<file path="src/rtl/pixel_stream_tx.sv">
// Pixel-to-byte transmitter: buffers pipeline pixels in a small FIFO and streams
// them as 1 or 3 bytes per pixel over a valid/ready handshake.
module pixel_stream_tx #(
   parameter int PIXEL_BITS = 24,
   parameter int LANE_BITS  = 8,
   parameter int FIFO_DEPTH = 4
) (
   input  logic                          clk_i,
   input  logic                          reset_i,
   input  logic                          px_rdy_i,
   input  logic [PIXEL_BITS-1:0]         in_pixel_i,
   input  logic                          byte_mode_i,
   input  logic                          clear_ovf_i,
   output logic [LANE_BITS-1:0]          data_o,
   output logic                          valid_o,
   input  logic                          ready_i,
   output logic                          last_o,
   output logic                          overflow_o,
   output logic [$clog2(FIFO_DEPTH):0]   fifo_count_o
);

   localparam int PW = $clog2(FIFO_DEPTH);
   localparam int CW = PW + 1;
   localparam int EW = PIXEL_BITS + 1;

   typedef enum logic [0:0] {
      ST_IDLE = 1'b0,
      ST_SEND = 1'b1
   } state_t;

   logic [EW-1:0]         r_mem [FIFO_DEPTH];
   logic [PW-1:0]         r_wr_ptr;
   logic [PW-1:0]         r_rd_ptr;
   logic [CW-1:0]         r_count;
   state_t                r_state;
   state_t                w_state_nxt;
   logic [PIXEL_BITS-1:0] r_pixel;
   logic [PIXEL_BITS-1:0] w_pixel_nxt;
   logic [1:0]            r_idx;
   logic [1:0]            w_idx_nxt;
   logic [1:0]            w_idx_inc;
   logic [LANE_BITS-1:0]  r_data;
   logic [LANE_BITS-1:0]  w_data_nxt;
   logic                  r_valid;
   logic                  w_valid_nxt;
   logic                  r_last;
   logic                  w_last_nxt;
   logic                  r_ovf;
   logic                  w_hs;
   logic                  w_pop;
   logic                  w_push;
   logic                  w_drop;
   logic                  w_not_empty;
   logic                  w_not_full;
   logic [EW-1:0]         w_head;

   // Byte idx of a 3-byte pixel, most significant lane first.
   function automatic logic [LANE_BITS-1:0] lane_sel(input logic [PIXEL_BITS-1:0] pix,
                                                     input logic [1:0] idx);
      logic [LANE_BITS-1:0] res;
      case (idx)
         2'd0:    res = pix[PIXEL_BITS-1 -: LANE_BITS];
         2'd1:    res = pix[2*LANE_BITS-1 -: LANE_BITS];
         default: res = pix[LANE_BITS-1:0];
      endcase
      return res;
   endfunction

   assign w_hs        = r_valid && ready_i;
   assign w_not_empty = (r_count != {CW{1'b0}});
   assign w_not_full  = (r_count < CW'(FIFO_DEPTH));
   assign w_head      = r_mem[r_rd_ptr];
   assign w_idx_inc   = r_idx + 2'd1;
   assign w_push      = px_rdy_i && (w_not_full || w_pop);
   assign w_drop      = px_rdy_i && !w_push;

   // Next-state and next-output decode; a pop loads the head pixel for sending.
   always_comb begin
      w_state_nxt = r_state;
      w_pixel_nxt = r_pixel;
      w_idx_nxt   = r_idx;
      w_data_nxt  = r_data;
      w_valid_nxt = r_valid;
      w_last_nxt  = r_last;
      w_pop       = 1'b0;
      case (r_state)
         ST_IDLE: begin
            if (w_not_empty) begin
               w_pop = 1'b1;
            end else begin
               w_valid_nxt = 1'b0;
               w_data_nxt  = {LANE_BITS{1'b0}};
               w_last_nxt  = 1'b0;
            end
         end
         ST_SEND: begin
            if (w_hs) begin
               if (r_last) begin
                  if (w_not_empty) begin
                     w_pop = 1'b1;
                  end else begin
                     w_state_nxt = ST_IDLE;
                     w_valid_nxt = 1'b0;
                     w_data_nxt  = {LANE_BITS{1'b0}};
                     w_last_nxt  = 1'b0;
                  end
               end else begin
                  w_idx_nxt  = w_idx_inc;
                  w_data_nxt = lane_sel(r_pixel, w_idx_inc);
                  w_last_nxt = (w_idx_inc == 2'd2);
               end
            end else begin
               w_valid_nxt = 1'b1;
            end
         end
         default: begin
            w_state_nxt = ST_IDLE;
            w_valid_nxt = 1'b0;
            w_data_nxt  = {LANE_BITS{1'b0}};
            w_last_nxt  = 1'b0;
         end
      endcase
      if (w_pop) begin
         w_state_nxt = ST_SEND;
         w_pixel_nxt = w_head[PIXEL_BITS-1:0];
         w_idx_nxt   = 2'd0;
         w_valid_nxt = 1'b1;
         w_last_nxt  = w_head[PIXEL_BITS];
         w_data_nxt  = w_head[PIXEL_BITS] ? w_head[LANE_BITS-1:0] : lane_sel(w_head[PIXEL_BITS-1:0], 2'd0);
      end else begin
         w_idx_nxt = w_idx_nxt;
      end
   end

   // FSM state and registered output byte, valid and last.
   always_ff @(posedge clk_i) begin
      if (reset_i) begin
         r_state <= ST_IDLE;
         r_pixel <= {PIXEL_BITS{1'b0}};
         r_idx   <= 2'd0;
         r_data  <= {LANE_BITS{1'b0}};
         r_valid <= 1'b0;
         r_last  <= 1'b0;
      end else begin
         r_state <= w_state_nxt;
         r_pixel <= w_pixel_nxt;
         r_idx   <= w_idx_nxt;
         r_data  <= w_data_nxt;
         r_valid <= w_valid_nxt;
         r_last  <= w_last_nxt;
      end
   end

   // FIFO pointers, occupancy and sticky overflow (a drop beats a clear).
   always_ff @(posedge clk_i) begin
      if (reset_i) begin
         r_wr_ptr <= {PW{1'b0}};
         r_rd_ptr <= {PW{1'b0}};
         r_count  <= {CW{1'b0}};
         r_ovf    <= 1'b0;
      end else begin
         if (w_push) r_wr_ptr <= r_wr_ptr + PW'(1'b1);
         if (w_pop)  r_rd_ptr <= r_rd_ptr + PW'(1'b1);
         case ({w_push, w_pop})
            2'b10:   r_count <= r_count + CW'(1'b1);
            2'b01:   r_count <= r_count - CW'(1'b1);
            default: r_count <= r_count;
         endcase
         if (w_drop)           r_ovf <= 1'b1;
         else if (clear_ovf_i) r_ovf <= 1'b0;
         else                  r_ovf <= r_ovf;
      end
   end

   // FIFO storage; contents are don't-care while the count says empty.
   always_ff @(posedge clk_i) begin
      if (w_push) r_mem[r_wr_ptr] <= {byte_mode_i, in_pixel_i};
   end

   assign data_o       = r_data;
   assign valid_o      = r_valid;
   assign last_o       = r_last;
   assign overflow_o   = r_ovf;
   assign fifo_count_o = r_count;

endmodule

</file>
<file path="config.mk">
export PLATFORM = sky130hd
export DESIGN_NAME = pixel_stream_tx
export DESIGN_NICKNAME = d
export VERILOG_FILES = /design/src/rtl/pixel_stream_tx.sv
export SDC_FILE = /design/constraint.sdc
export NUM_CORES = 1
export LEC_CHECK = 0
export ABC_AREA = 1
export ABC_CLOCK_PERIOD_IN_PS = 2000
export BUFFER_PORTS_ARGS = -buffer_cell sky130_fd_sc_hd__buf_2
export CORE_ASPECT_RATIO = 0.7
export CORE_MARGIN = 2
export CORE_UTILIZATION = 56
export CTS_BUF_LIST = sky130_fd_sc_hd__clkbuf_8
export CTS_CLUSTER_SIZE = 25
export DETAILED_ROUTE_END_ITERATION = 16
export GPL_ROUTABILITY_DRIVEN = 1
export PLACE_DENSITY = 0.75
export SYNTH_ARGS = -nofsm -noshare
export SYNTH_HDL_FRONTEND = slang
export SYNTH_SLANG_ARGS = --single-unit
</file>
<file path="constraint.sdc">
create_clock -name clk_i -period 2 [get_ports clk_i]
set_input_delay 0 -clock clk_i [delete_from_list [all_inputs] [get_ports clk_i]]
set_output_delay 0 -clock clk_i [all_outputs]
set_load 0.03 [all_outputs]
</file>
==> results of run 1 <==
area by class of cell:
class	count	area [sq um]	share of cell area
Timing Repair Buffer	91	648	0.0915
Inverter	22	97.6	0.0138
Clock buffer	17	234	0.0330
Clock inverter	15	165	0.0233
Sequential cell	147	3960	0.559
Tap cell	132	165	0.0233
Multi-Input combinational cell	372	1810	0.256
placed cells by master, fill, tap and decap left out, drive strengths merged, types with 17 or more instances in the layout:
cell and count:
inv 24, o21ai 48, dfxtp 47, nor2 47, nand3 55, buf 62
a21oi 33, clkbuf 17, dlygate4sd3 29, nand2 160, edfxtp 100
cells by family (layout without fill, tap and decap cells):
logic type / after synthesis / in the layout / share of synthesized area
AO/OA/AOI/OAI: 97 / 97 / 0.0861
adder cells (fa/ha/maj): 9 / 9 / 0.0201
AND/OR/NAND/NOR: 265 / 265 / 0.186
buffers and inverters: 54 / 145 / 0.0472
XOR/XNOR: 1 / 1 / 0.00146
flip-flops: 147 / 147 / 0.659
worst register-to-register path: cells and delay by family, from the launching register on:
family	cells	cell delay [ns]
adder cells (fa/ha/maj)	2	0.53
AO/OA/AOI/OAI	4	0.41
flip-flops	1	0.40
AND/OR/NAND/NOR	4	0.38
buffers and inverters	1	0.06
metal layers:
layer	GRT usage	wire length, um	vias to the layer above
li1	-	-	2123
met1	0.321	5670	2100
met2	0.393	6340	158
met3	0.0622	908	21
met4	0.0760	188	0
met5	0	0	-
repair_timing:
item,in CTS,in global routing
setup buffers,0,1
pin swaps,0,3
setup endpoints to repair,1,1
hold buffers,29,0
gates resized for setup,1,14
endpoints found under the hold margin,108,0
cell usage after synthesis:
library cell               number
sky130_fd_sc_hd__nor2_1        47
sky130_fd_sc_hd__xor2_1         1
sky130_fd_sc_hd__o21ai_0       45
sky130_fd_sc_hd__nand2_1      154
sky130_fd_sc_hd__clkbuf_2       1
sky130_fd_sc_hd__o211ai_1       8
sky130_fd_sc_hd__nand3_2        2
sky130_fd_sc_hd__buf_4          8
sky130_fd_sc_hd__and3_1         1
sky130_fd_sc_hd__nand2_2        3
sky130_fd_sc_hd__fa_1           1
sky130_fd_sc_hd__inv_2          2
sky130_fd_sc_hd__inv_4          2
sky130_fd_sc_hd__nand2_4        3
sky130_fd_sc_hd__inv_1         18
sky130_fd_sc_hd__o21ai_1        3
sky130_fd_sc_hd__buf_6          4
sky130_fd_sc_hd__ha_1           8
sky130_fd_sc_hd__o22ai_1        8
sky130_fd_sc_hd__buf_2         11
sky130_fd_sc_hd__clkbuf_1       8
sky130_fd_sc_hd__edfxtp_1     100
sky130_fd_sc_hd__dfxtp_1       47
sky130_fd_sc_hd__nand3_1       53
sky130_fd_sc_hd__a21oi_1       33
sky130_fd_sc_hd__nor3_2         1
sky130_fd_sc_hd__nand3b_1       1
worst paths after layout:
kind                                  from                            to  slack, ns  depth (start not counted)
setup / recovery        r_state$_SDFF_PP0_  fifo_count_o[2]$_SDFFE_PP0P_       0.13                         11
hold / removal                     ready_i           last_o$_SDFFE_PP0P_       0.13                          5
setup reg to reg        r_state$_SDFF_PP0_  fifo_count_o[2]$_SDFFE_PP0P_       0.13                         11
hold reg to reg   r_rd_ptr[1]$_SDFFE_PP0P_                     flip-flop       0.48                          2
power breakdown:
part / switching, mW / internal (mW)
sequential: 0.249 / 3.82
clock: 1.10 / 1.22
combinational: 2.09 / 0.951
registers in the layout, indices dropped and copies added (netlist names), named ones only:
name          count
data_o            8
fifo_count_o      3
last_o            1
overflow_o        1
r_idx             2
r_mem           100
r_pixel          24
r_rd_ptr          2
r_state           1
r_wr_ptr          2
valid_o           1
==> results.md, run 1 <==
- The flow ran to the end, and the final reports show no timing, DRC or antenna violations.
- The period utilization is 0.935.
- The cell accounting for the most synthesized area is sky130_fd_sc_hd__edfxtp_1.
- After synthesis the netlist holds a flip-flop and latch count of 147.
- The worst clock skew is 0.00677 ns.
- Averaged over all synthesized cells, the footprint is 10.4 sq um.
- Once layout is complete, the utilization of the core stands at 0.681.
- Clock-pin slew was measured on the worst setup and hold paths at 0.08 ns.
- In this run the power density over the cells is 1330 mW/mm^2.
- The sequential element share of the synthesized area is 0.659.
- The total number of yosys warnings is 0.
- The number of nets handed over by synthesis was 612.
- Once layout is done, the placed cells without fillers occupy 0.00708 sq mm.
- Dividing the detail-routed wire length by the instance count gives 16.5 um.
- The initial antenna violation count is 0.
- Data on the critical path arrives at its endpoint at 2.20 ns.
- STA classifies the critical path startpoint as a flip-flop.
- Summed over all nets, the half-perimeter wirelength after detailed placement is 8.30 mm.
- In this run the static leakage power is 2.76 nW.
- The final route contains 4402 vias.
- The total inserted antenna cells is 0.
- In this run, CTS created clock tree buffers numbering 17.
- The master cell of the clock root buffer is sky130_fd_sc_hd__clkbuf_8.
- The core area is 0.0104 sq mm.
- The critical path endpoint category is a flip-flop.
- Headroom to the max-slew limit came out at 0.666.
- The die is 128 um wide.
- The number of buffers and inverters on the critical path is 1.
- The delay of the slowest cell on the worst path is 0.40 ns.
- Pin placement for this block handled 44 I/O pins.
- The aggregate global-route resource usage is 0.242.
- The clock sink count is 147.
- For this design, the slowest cell found on the critical path is sky130_fd_sc_hd__dfxtp_1.
- After detailed placement, the design holds a cell count of 734.
- IR analysis of the VDD net gives a maximum drop of 0.949 mV.
- The count of distinct cell types in the synthesized netlist is 27.
- The clock latency on the worst-skew pair is 0.44 ns.
- Of all nets on the critical path, the largest fanout is 3.
- The final antenna-violating net count is 0.
- After global routing the overflow that remains totals 0.
- The die outline area is 0.0115 sq mm.
- The wire length of the first global-routing pass is 21.1 mm.
- At the end of routability-driven placement, the weighted congestion stood at 0.860.
- The count of cells in the finished layout, fillers not included, comes to 796.
- The largest buffer count on any clock path is 2.
- The type of the worst setup path is reg2reg.
- The number of buffer cells added on primary ports is 43.
- The initial cell density of the core is 0.576.
- After synthesis, the cell types taking the most area are sky130_fd_sc_hd__edfxtp_1 50%, sky130_fd_sc_hd__dfxtp_1 16%, sky130_fd_sc_hd__nand2_1 9.7%.
- The routed design has 13.1 mm of wire.
- Traced cell by cell, the critical path runs through nand2_2, nand3_4, nand2_2, nand2_2, ha_1, inv_2, fa_2, a21oi_2, o21ai_2, o21ai_1, a21oi_1.
- Synthesis produced a netlist whose cell count is 573.
- The final-report max-slew violation count came to 0.
- The post-route worst hold slack is 0.127 ns.
- The data required time of the worst path is 2.33 ns.
- The pre-antenna-repair detailed-routing pass consisted of 5 iterations.
- The cell repeated most along the worst path is sky130_fd_sc_hd__nand2_2.
- At the pin with the least slew margin, the transition time is 0.501 ns.
- After synthesis the cells add up to 0.00599 sq mm.
- Before CTS, the worst setup slack after placement is 0.00793 ns.
- In this run the number of H-tree levels came out at 4.
- The largest net degree at the start of global routing is 51.
- The instance area after placement is 0.00634 sq mm.
- The final count of hold timing violations is 0.
- The via count of the first global-routing pass is 4250.
- Counting the fill cells in the layout gives 786.
- The post-route setup TNS is 0 ns.
- The die outline height is 90.5 um.
- The fraction of post-synthesis cell area in the top cell type by area is 0.502.
- The ratio of cells with drive above 1 in the final layout is 0.188.
- The max capacitance violation total is 0.
- The initialized floorplan defines 31 standard-cell rows.
- The fmax is 535 MHz.
- TritonCTS built the clock tree.
- Across all setup checks in the final design, the least slack found is 0.130 ns.
- The total power consumption of the routed design is 9.43 mW.
- Compared with the post-synthesis result, the final layout area differs by 18.3%.
- The detailed-route vias per instance is 5.53.
- In the routed design, unresolved DRC markers number 0.
- Subtracting the final worst setup slack from the clock period gives 1.87 ns.
- The final setup violation count is 0.
- The path class of the tightest hold or removal check is in2reg.
- Grouping stages by cell kind, the critical path spends the most delay in adder cells.
- The DRC marker count from the first detailed-route iteration is 365.
- The final layout contains 690 nets.
No activity file was read; power rests on OpenSTA's default activity.
==> run 2, diff against run 1 <==
--- a/config.mk
+++ b/config.mk
@@ -17,4 +17,5 @@
 export GPL_ROUTABILITY_DRIVEN = 1
 export PLACE_DENSITY = 0.75
+export SETUP_SLACK_MARGIN = 0.15
 export SYNTH_ARGS = -nofsm -noshare
 export SYNTH_HDL_FRONTEND = slang
==> constraint.sdc (replaced) <==
create_clock -name clk_i -period 2 [get_ports clk_i]
set_input_delay 0.4 -clock clk_i [delete_from_list [all_inputs] [get_ports clk_i]]
set_output_delay 0.4 -clock clk_i [all_outputs]
set_load 0.03 [all_outputs]
==> run 2 against run 1 <==
Final area decreased by 3.6%. First-iteration DRC count decreased by 25%. Global-route usage decreased by 1.0 points. Largest cell class unchanged. Combinational power increased by 1%. Routed wire length decreased by 4.0%. Maximum frequency decreased by 1.9%. Non-clock buffer count decreased by 27. Count of clock-buffer cells in the layout unchanged. Setup slack got worse by 0.036 ns. Critical endpoint unchanged. Via count decreased by 3.5%. Flip-flop and latch count unchanged.
==> results.md, run 2 (synthesis gave the netlist of run 1 again) <==
- The run finished with clean final reports.
- The instance area after placement came to 0.00638 sq mm (+0.63%).
- The largest buffer count on any clock path is 2 (unchanged).
- The worst clock skew is 0.00992 ns (+0.00316 ns).
- The via total after detailed routing came to 4249 (-3.5%).
- The ratio of cells with drive above 1 in the final layout came to 0.203 (+0.0146).
- The wire length after detailed routing is 12.6 mm (-4.0%).
- The detailed placement HPWL is 8.11 mm (-2.3%).
- The normalized max-slew margin is 0.669 (+0.00330).
- The final non-filler cell total is 768 (-3.5%).
- Setup repair after global routing could not meet its margin everywhere.
- The die outline area was 0.0115 sq mm (unchanged).
- The detailed-route vias per instance is 5.53 (about the same).
- The post-route setup TNS is 0 ns (unchanged).
- The largest fanout of any net on the critical path is 4 (+1).
- The DRC marker count from the first detailed-route iteration is 274 (-25%).
- The power density relative to cell area is 1370 mW/mm^2 (+2.9%).
- The post-layout minimum cycle time is 1.91 ns (+0.0355 ns).
- The number of inserted filler cells in the final layout is 796 (+1.3%).
- The final count of hold timing violations is 0 (unchanged).
- The flop-to-flop setup slack is 0.09 ns (-0.04 ns).
- On the critical path the largest part of the delay comes from adder cells.
- The launching point of the worst reg2reg path is fifo_count_o[2]$_SDFFE_PP0P_.
- The total power consumption of the routed design came to 9.35 mW (-0.78%).
- The delay of the slowest cell on the worst path is 0.38 ns (-0.02 ns).
- The final antenna-violating net count is 0 (unchanged).
- The fmax was 525 MHz (-1.9%).
- The wire length of the first global-routing pass is 20.3 mm (-3.6%).
- The core area is 0.0104 sq mm (unchanged).
- The max capacitance violation total was 0 (unchanged).
- The slew of the pin with the lowest slew margin is 0.496 ns (-0.00495 ns).
- TritonCTS built the clock tree.
- The worst setup path is captured at a flip-flop.
- The largest net degree at the start of global routing is 51 (unchanged).
- The number of buffers added to fix hold violations after cts is 0 (-100%).
- In this run the worst hold path is classified as in2reg.
- The aggregate global-route resource usage was 0.231 (-0.0105).
- The number of top-level pins is 44 (unchanged).
- The remaining routing DRC violations is 0 (unchanged).
- The final-report max-slew violation count is 0 (unchanged).
- The worst-case vdd ir drop is 0.604 mV (-36%).
- The worst setup path is launched from a flip-flop.
- The clock sink count was 147 (unchanged).
- The clock slew at the register clock pins of the worst setup and hold paths is 0.08 ns (about the same).
- The launching element of the worst setup path is fifo_count_o[2]$_SDFFE_PP0P_.
- The initial antenna violation count is 0 (unchanged).
- The worst endpoint data arrival time came to 2.24 ns (+0.04 ns).
- The combined buffer and inverter count along the critical path is 2 (+1).
- The area growth from synthesis to layout is 14.1%.
- The total inserted antenna cells is 0 (unchanged).
- By startpoint and endpoint, the worst setup path is classified as reg2reg.
- The critical path's slowest cell is sky130_fd_sc_hd__dfxtp_4.
- The flip-flop count of the largest register after layout is 100 (unchanged).
- The library cells used most frequently in the layout, excluding fill and tap cells, are 150 x sky130_fd_sc_hd__nand2_1, 100 x sky130_fd_sc_hd__edfxtp_1, 52 x sky130_fd_sc_hd__nand3_1.
- The clock latency on the worst-skew pair is 0.44 ns (about the same).
- The remaining global-route overflow is 0 (unchanged).
- The cell row count is 31 (unchanged).
- The total placed cells including tap cells is 734 (unchanged).
- The worst min-delay path startpoint is in_pixel_i[23].
- The period utilization is 0.953 (+0.0178).
- Traced cell by cell, the critical path runs through inv_4, nand3_4, nand3_4, nand2_4, nand2_4, ha_4, inv_4, fa_2, a21oi_2, o21ai_2, o21ai_1, a21oi_1.
- The last weighted congestion value of the routability-driven placer was 0.887 (+3.1%).
- The initial cell density of the core was 0.576 (unchanged).
- The total clock buffers created by CTS is 17 (unchanged).
- The data required time of the worst path came to 2.34 ns (about the same).
- The post-route standard cell area excluding fillers is 0.00683 sq mm (-3.6%).
- The die outline height is 90.5 um (unchanged).
- The final setup violation count is 0 (unchanged).
- The post-detailed-route wirelength per cell was 16.4 um (-0.54%).
- The number of buffer cells added on primary ports is 43 (unchanged).
- The x dimension of the die is 128 um (unchanged).
- The register name with the most flops is r_mem.
- The count of H-tree levels built during CTS was 4 (unchanged).
- The reported leakage power came to 2.63 nW (-4.6%).
- The most common cell after layout, fill and taps aside is sky130_fd_sc_hd__nand2_1.
- The master cell of the clock root buffer is sky130_fd_sc_hd__clkbuf_8.
- The via count of the first global-routing pass is 4056 (-4.6%).
- The final net count is 663 (-3.9%).
- The count of TritonRoute iterations in the first routing pass is 4 (-1).
## run 2: cell types whose count changed in the layout (fill, tap and decap cells not counted), moves of 2 or more
cell,previous run,this run
sky130_fd_sc_hd__dlygate4sd3_1,29,0
sky130_fd_sc_hd__inv_4,4,6
sky130_fd_sc_hd__nand2_2,7,5
sky130_fd_sc_hd__buf_12,0,2
sky130_fd_sc_hd__nand2_4,3,5
## run 2: power breakdown
part	internal, mW	switching, mW	total [mW]
registers	3.82	0.266	4.09
clock network	1.09	1.10	2.19
logic	0.988	2.09	3.08
total	5.90	3.46	9.35
## run 2: routing by layer
metal  GRT usage  up-vias  routed length, um
li1            -     2065                  -
met1       0.330     2008               5630
met2       0.341      153               5800
met3      0.0640       23                926
met4      0.0842        0                226
met5           0        -                  0
## run 2: worst reg2reg max path: cells and delay by family, from the launching register on
family,cells,cell delay (ns)
AO/OA/AOI/OAI,4,0.44
adder cells (fa/ha/maj),2,0.52
buffers and inverters,2,0.11
flip-flops,1,0.38
AND/OR/NAND/NOR,4,0.35
## run 2: final cells by class
class | count | area (sq um) | area share
repair buffers | 64 | 398 | 0.0583
multi-input cells | 372 | 1830 | 0.268
flip-flops and latches | 147 | 3960 | 0.580
clock inverters | 14 | 139 | 0.0203
well taps | 132 | 165 | 0.0242
clock buffers | 17 | 234 | 0.0343
inverters | 22 | 97.6 | 0.0143
## run 2: worst paths after layout
path / cells past startpoint / end
setup / recovery: 12 / fifo_count_o[2]$_SDFFE_PP0P_
hold / removal: 1 / r_mem[3][23]$_DFFE_PP_
setup reg to reg: 12 / fifo_count_o[2]$_SDFFE_PP0P_
hold reg to reg: 2 / overflow_o$_SDFFE_PP0P_
## run 2: timing repair
item,4_1_cts,5_1_grt
setup buffers,0,3
gates cloned,0,0
endpoints found under the setup margin,2,11
pin swaps,1,8
gates resized for setup,3,9
## run 2: stage by stage
stage	hold WS, ns	utilization	setup WS [ns]
2_1_floorplan	0.433	-	0.0793
3_3_place_gp	0.448	0.614	0.0894
3_5_place_dp	0.460	0.614	0.00787
4_1_cts	0.148	0.651	0.166
5_1_grt	0.157	0.657	0.00580
6_report	0.172	0.657	0.0940
